===== config.mk =====
export PLATFORM = sky130hd
export DESIGN_NAME = pkt_tx_serializer
export DESIGN_NICKNAME = d
export VERILOG_FILES = /design/src/rtl/pkt_tx_serializer.sv
export SDC_FILE = /design/constraint.sdc
export NUM_CORES = 1
export LEC_CHECK = 0
export CORE_MARGIN = 2
export CORE_UTILIZATION = 40
export CTS_CLUSTER_DIAMETER = 30
export DETAILED_ROUTE_END_ITERATION = 6
export PLACE_DENSITY_LB_ADDON = 0.08
export SYNTH_ARGS = -nofsm -noshare
export SYNTH_HDL_FRONTEND = slang
export SYNTH_SLANG_ARGS = --single-unit

===== constraint.sdc =====
create_clock -name clk -period 5.1 [get_ports clk]
set_input_delay 1.53 -clock clk [delete_from_list [all_inputs] [get_ports clk]]
set_output_delay 1.53 -clock clk [all_outputs]
set_load 0.05 [all_outputs]

===== src/rtl/pkt_tx_serializer.sv =====
// Packet transmit serializer: buffers PKT_BYTES payload bytes, then shifts out
// preamble, sync, payload (MSB first) and an even-parity bit, one bit per bit_en.
module pkt_tx_serializer #(
  parameter int unsigned PKT_BYTES = 8,
  parameter logic [7:0]  PREAMBLE  = 8'hAA,
  parameter logic [7:0]  SYNC      = 8'hD3
) (
  input  logic       clk,
  input  logic       rst,
  input  logic [7:0] din,
  input  logic       wr,
  input  logic       start,
  input  logic       bit_en,
  output logic       dout,
  output logic       busy,
  output logic       full,
  output logic [3:0] byte_cnt,
  output logic       done,
  output logic       wr_drop
);

  localparam int unsigned IDX_W    = (PKT_BYTES > 1) ? $clog2(PKT_BYTES) : 1;
  localparam logic [3:0]  FULL_CNT = 4'(PKT_BYTES);
  localparam logic [3:0]  LAST_IDX = 4'(PKT_BYTES - 1);

  typedef enum logic [2:0] {
    S_IDLE = 3'd0,
    S_PRE  = 3'd1,
    S_SYN  = 3'd2,
    S_PAY  = 3'd3,
    S_PAR  = 3'd4,
    S_END  = 3'd5
  } state_t;

  state_t     state, state_nxt;
  logic [7:0] shift_reg, shift_nxt;
  logic [2:0] bit_cnt, bit_cnt_nxt;
  logic [3:0] pay_idx, pay_idx_nxt;
  logic       par_acc, par_nxt;
  logic       dout_nxt, busy_nxt, full_nxt, done_nxt, wr_drop_nxt;
  logic [3:0] byte_cnt_nxt;
  logic       buf_we;
  logic       accept_wr;

  logic [7:0] mem [PKT_BYTES];

  // Payload buffer; contents need no reset since byte_cnt gates every read.
  always_ff @(posedge clk) begin
    if (buf_we) mem[byte_cnt[IDX_W-1:0]] <= din;
  end

  // State and registered outputs.
  always_ff @(posedge clk or posedge rst) begin
    if (rst) begin
      state     <= S_IDLE;
      shift_reg <= '0;
      bit_cnt   <= '0;
      pay_idx   <= '0;
      par_acc   <= 1'b0;
      dout      <= 1'b0;
      busy      <= 1'b0;
      full      <= 1'b0;
      byte_cnt  <= '0;
      done      <= 1'b0;
      wr_drop   <= 1'b0;
    end else begin
      state     <= state_nxt;
      shift_reg <= shift_nxt;
      bit_cnt   <= bit_cnt_nxt;
      pay_idx   <= pay_idx_nxt;
      par_acc   <= par_nxt;
      dout      <= dout_nxt;
      busy      <= busy_nxt;
      full      <= full_nxt;
      byte_cnt  <= byte_cnt_nxt;
      done      <= done_nxt;
      wr_drop   <= wr_drop_nxt;
    end
  end

  // Next-state, datapath and output decode.
  always_comb begin
    state_nxt    = state;
    shift_nxt    = shift_reg;
    bit_cnt_nxt  = bit_cnt;
    pay_idx_nxt  = pay_idx;
    par_nxt      = par_acc;
    busy_nxt     = busy;
    byte_cnt_nxt = byte_cnt;
    done_nxt     = 1'b0;
    buf_we       = 1'b0;
    dout_nxt     = 1'b0;

    // Writes are only taken while idle with room left; start sees the old full.
    accept_wr   = wr && (state == S_IDLE) && !full;
    wr_drop_nxt = wr && !accept_wr;

    case (state)
      S_IDLE: begin
        if (start && full) begin
          state_nxt   = S_PRE;
          shift_nxt   = PREAMBLE;
          bit_cnt_nxt = '0;
          par_nxt     = 1'b0;
          busy_nxt    = 1'b1;
        end else if (accept_wr) begin
          buf_we       = 1'b1;
          byte_cnt_nxt = byte_cnt + 4'd1;
        end
      end
      S_PRE, S_SYN, S_PAY: begin
        if (bit_en) begin
          shift_nxt   = {shift_reg[6:0], 1'b0};
          bit_cnt_nxt = bit_cnt + 3'd1;
          if (state == S_PAY) par_nxt = par_acc ^ shift_reg[7];
          if (bit_cnt == 3'd7) begin
            if (state == S_PRE) begin
              shift_nxt = SYNC;
              state_nxt = S_SYN;
            end else if (state == S_SYN) begin
              shift_nxt   = mem[0];
              pay_idx_nxt = '0;
              state_nxt   = S_PAY;
            end else if (pay_idx == LAST_IDX) begin
              state_nxt = S_PAR;
            end else begin
              pay_idx_nxt = pay_idx + 4'd1;
              shift_nxt   = mem[pay_idx_nxt[IDX_W-1:0]];
            end
          end
        end
      end
      S_PAR: begin
        if (bit_en) state_nxt = S_END;
      end
      S_END: begin
        state_nxt    = S_IDLE;
        done_nxt     = 1'b1;
        busy_nxt     = 1'b0;
        byte_cnt_nxt = '0;
      end
      default: state_nxt = S_IDLE;
    endcase

    full_nxt = (byte_cnt_nxt == FULL_CNT);

    // Line value for the cycle after this edge, derived from the next state.
    case (state_nxt)
      S_PRE, S_SYN, S_PAY: dout_nxt = shift_nxt[7];
      S_PAR:               dout_nxt = par_nxt;
      default:             dout_nxt = 1'b0;
    endcase
  end

endmodule


==> flow_results.xml <==
<?xml version="1.0" encoding="UTF-8"?>
<metrics>
  <group name="grt">
    <metric name="grt_pass1_wl" unit="mm">13.71</metric>
    <metric name="first_global_vias" unit="">2471</metric>
    <metric name="largest_net_degree_at_the_start_of_global_routing" unit="">29</metric>
    <metric name="antenna_found_initial" unit="">0</metric>
    <metric name="global_route.usage.total" unit="%">16.66</metric>
    <metric name="grt_remaining_overflow" unit="">0</metric>
  </group>
  <group name="floorplanning">
    <metric name="fp.dieArea" unit="µm²">10890</metric>
    <metric name="floorplan.initialDensity" unit="%">41.21</metric>
    <metric name="chipWidth" unit="µm">104.3</metric>
    <metric name="fp.coreArea" unit="µm²">9774</metric>
    <metric name="floorplan.io_pins" unit="">22</metric>
    <metric name="std_cell_rows" unit="">36</metric>
    <metric name="die_h" unit="µm">104.3</metric>
  </group>
  <group name="yosys">
    <metric name="synth_area_per_inst" unit="µm²">15.31</metric>
    <metric name="yosysTopAreaCell" unit="">edfxtp_1</metric>
    <metric name="netlist_top_cells_area" unit="">edfxtp_1 (48%), dfrtp_1 (17%), mux4_2 (8.9%)</metric>
    <metric name="yosys_register_bits" unit="">92</metric>
    <metric name="synth_top_area_share" unit="%">47.72</metric>
    <metric name="postSynth.topFlopCell" unit="">edfxtp_1</metric>
    <metric name="mapped_cells" unit="">263</metric>
    <metric name="synth_seq_area_share" unit="%">65.11</metric>
    <metric name="synth.lib_cells_used.distinct" unit="">52</metric>
    <metric name="synth_edf_count" unit="">64</metric>
    <metric name="yosys_warnings" unit="">0</metric>
    <metric name="combined_area_of_all_synthesized_cells" unit="µm²">4028</metric>
    <metric name="synth.net_count" unit="">280</metric>
    <metric name="synthArstFlopShare" unit="%">30.43</metric>
  </group>
  <group name="setup_path">
    <metric name="rr_startpoint" unit="">pay_idx[0]</metric>
    <metric name="timing_worst_setup_path_type" unit="">reg -&gt; out</metric>
    <metric name="critical_path.endpoint_type" unit="">output port</metric>
    <metric name="critical_path.top_delay_family" unit="">buffers and inverters</metric>
    <metric name="critPathMaxFanout" unit="">10</metric>
    <metric name="first_element_of_the_critical_path" unit="">byte_cnt[0]</metric>
    <metric name="crit_path_required_time" unit="ns">3.57</metric>
    <metric name="path_buf_inv" unit="">1</metric>
    <metric name="crit_path_cell_trace" unit="">clkdlybuf4s50_1</metric>
    <metric name="slowest_stage" unit="">clkdlybuf4s50_1</metric>
    <metric name="critical_path_arrival" unit="ns">1.79</metric>
    <metric name="start_kind" unit="">register</metric>
    <metric name="max_stage_delay" unit="ns">0.88</metric>
  </group>
  <group name="sta">
    <metric name="final.min_clock_period" unit="ns">3.319</metric>
    <metric name="fin_tns_setup" unit="ns">0</metric>
    <metric name="final_max_slew_violation_count" unit="">0</metric>
    <metric name="finalSetupViolations" unit="">0</metric>
    <metric name="grt_setup_unrepaired" unit="">no</metric>
    <metric name="clock-skew-final" unit="ns">0.008298</metric>
    <metric name="slew_headroom" unit="%">26.25</metric>
    <metric name="timing_worst_slew_pin_value" unit="ns">1.105</metric>
    <metric name="fin_crit_sh" unit="%">65.07</metric>
    <metric name="max_clock_freq" unit="MHz">301.3</metric>
    <metric name="hold_viol" unit="">0</metric>
  </group>
  <group name="power">
    <metric name="power_report.internal_total" unit="µW">1318</metric>
    <metric name="max-vdd-ir-drop" unit="mV">0.1841</metric>
    <metric name="power.clock.fraction" unit="%">26.2</metric>
    <metric name="switchingPower" unit="µW">561.6</metric>
    <metric name="power-per-cell-area" unit="nW/µm²">409.6</metric>
    <metric name="comb_power_share" unit="%">25.8</metric>
    <metric name="power.leakage" unit="µW">0.001615</metric>
    <metric name="swShare" unit="%">29.87</metric>
    <metric name="power_frac_seq" unit="%">47.9</metric>
  </group>
  <group name="placement">
    <metric name="placedCellCount" unit="">413</metric>
    <metric name="hpwlAfterDp" unit="mm">5.677</metric>
    <metric name="place.gp.congestion" unit="">0.7944</metric>
    <metric name="buffer_ports.inserted" unit="">21</metric>
  </group>
  <group name="detailed_routing">
    <metric name="vias_per_cell" unit="">5.340</metric>
    <metric name="drt.antenna.violating_nets" unit="">0</metric>
    <metric name="drt_first_iter_violations" unit="">91</metric>
    <metric name="number_of_vias_after_detailed_routing" unit="">2291</metric>
    <metric name="routedWlPerCell" unit="µm">19.14</metric>
    <metric name="drt_pre_antenna_iters" unit="">4</metric>
    <metric name="drt_drc_violations_left" unit="">0</metric>
    <metric name="drt-total-wl" unit="mm">8.209</metric>
  </group>
  <group name="clocking">
    <metric name="cts_buffers" unit="">9</metric>
    <metric name="clock-sinks" unit="">92</metric>
    <metric name="cts_tree" unit="">yes</metric>
    <metric name="clock_transition_at_path_regs" unit="ns">0.09</metric>
    <metric name="cts_htree_levels" unit="">3</metric>
    <metric name="cts_hold_fix_bufs" unit="">0</metric>
    <metric name="clockRootBuffer" unit="">clkbuf_8</metric>
    <metric name="post_cts.resized_instances" unit="">0</metric>
    <metric name="cts_post_setup_buffers_inserted" unit="">0</metric>
    <metric name="clk-insertion-delay-late" unit="ns">0.35</metric>
    <metric name="cts-root-to-sink-buffers" unit="">2</metric>
  </group>
  <group name="finish">
    <metric name="antenna_cells" unit="">0</metric>
    <metric name="final-instance-count-excl-fill" unit="">429</metric>
    <metric name="fillerInstances" unit="">886</metric>
    <metric name="num-nets-final" unit="">308</metric>
    <metric name="largest_register_ffs" unit="">64</metric>
    <metric name="drive_above_1_share" unit="%">17.57</metric>
    <metric name="area.growth.synth_to_final" unit="%">13.95</metric>
  </group>
  <group name="run">
    <metric name="cap_viol_max_count" unit="">0</metric>
  </group>
  <group name="hold_path">
    <metric name="hold_start" unit="">par_acc</metric>
    <metric name="worstHoldPathType" unit="">reg -&gt; reg</metric>
  </group>
  <group name="run_status">
    <metric name="outcome" unit="">finished clean</metric>
  </group>
</metrics>
==> stage by stage <==
step	total power, µW	instance area [µm²]	hold slack, ns	util [%]	setup slack, ns
global route	1993	4589	0.5180	46.95	1.678
CTS	1910	4589	0.4849	46.95	1.747
global placement	1410	4392	0.4640	44.93	1.570
finish	1880	4589	0.4792	46.95	1.781
floorplan	1282	4028	0.4298	-	1.865
detailed placement	1411	4392	0.4717	44.93	1.549
==> Yosys cell counts, types with 3 or more instances <==
library cell,instances
edfxtp_1,64
and2_1,3
o21ai_0,15
buf_2,3
mux2i_1,9
clkbuf_1,4
nor3b_2,3
nand2b_1,5
nor3_1,6
a22o_1,5
inv_1,6
a221oi_1,4
a21oi_1,7
mux2_2,3
nand2_1,20
nor2b_1,3
mux4_2,16
nand3_1,3
ha_1,4
nor2_1,12
dfrtp_1,28
==> power by group through the flow <==
stage | logic [µW] | registers, µW | clock network, µW
floorplan | 378 | 904 | 0
global placement | 494 | 916 | 0
detailed placement | 494 | 917 | 0
CTS | 496 | 901 | 513
global route | 541 | 910 | 542
finish | 486 | 901 | 493
==> kinds of logic (layout without fill, tap and decap cells) <==
group                      count (synthesis)  count (layout)  synth area share, %
and+or+nand+nor                           73              73                10.38
buffers and inverters                     17              50                2.174
adders and majority gates                  4               4                1.243
xor gates and xnor gates                   1               1               0.6835
muxes                                     28              28                12.02
DFF                                       92              92                65.11
AOI/OAI and AO/OA                         48              48                8.388
==> layout make-up <==
type / instances / area (µm²) / share of cell area [%]
sequential: 92 / 2623 / 57.14
multi-input combinational: 154 / 1318 / 28.71
timing repair buffer: 28 / 262.8 / 5.725
tap: 133 / 166.4 / 3.626
clock buffer: 9 / 123.9 / 2.699
clock inverter: 7 / 73.82 / 1.609
inverter: 6 / 22.52 / 0.4907
==> routing by layer <==
layer | vias up | share of wire, % | routed length, µm | track usage, %
met4 | 0 | 1.1 | 90 | 6.950
met1 | 1172 | 50 | 4070 | 23.23
met2 | 23 | 48 | 3920 | 26.00
met5 | - | 0 | 0 | 0
li1 | 1090 | - | - | -
met3 | 6 | 1.5 | 127 | 2.694
==> cells in the final DEF, fill, tap and decap left out, types with 4 or more instances in the layout <==
master            n
nand2b_1          5
mux4_2           16
nor3_1            6
ha_1              4
a221oi_1          4
a21oi_1           7
clkbuf_8          9
a22o_1            5
nand2_1          20
edfxtp_1         64
mux2i_1           9
buf_4             7
nor2_1           12
dfrtp_1          28
inv_1             6
o21ai_0          15
clkdlybuf4s50_1  21
==> worst paths after layout <==
kind	slack, ns	cells past startpoint	end
min in group asynchronous	1.75	2	busy
worst min register to register	0.48	1	par_acc
worst min-delay path	0.48	1	par_acc
worst max-delay path	1.78	1	byte_cnt[0]
worst max register to register	2.45	7	dout
max in group asynchronous	2.69	2	shift_reg[0]
(Power assumes the default switching activity.)
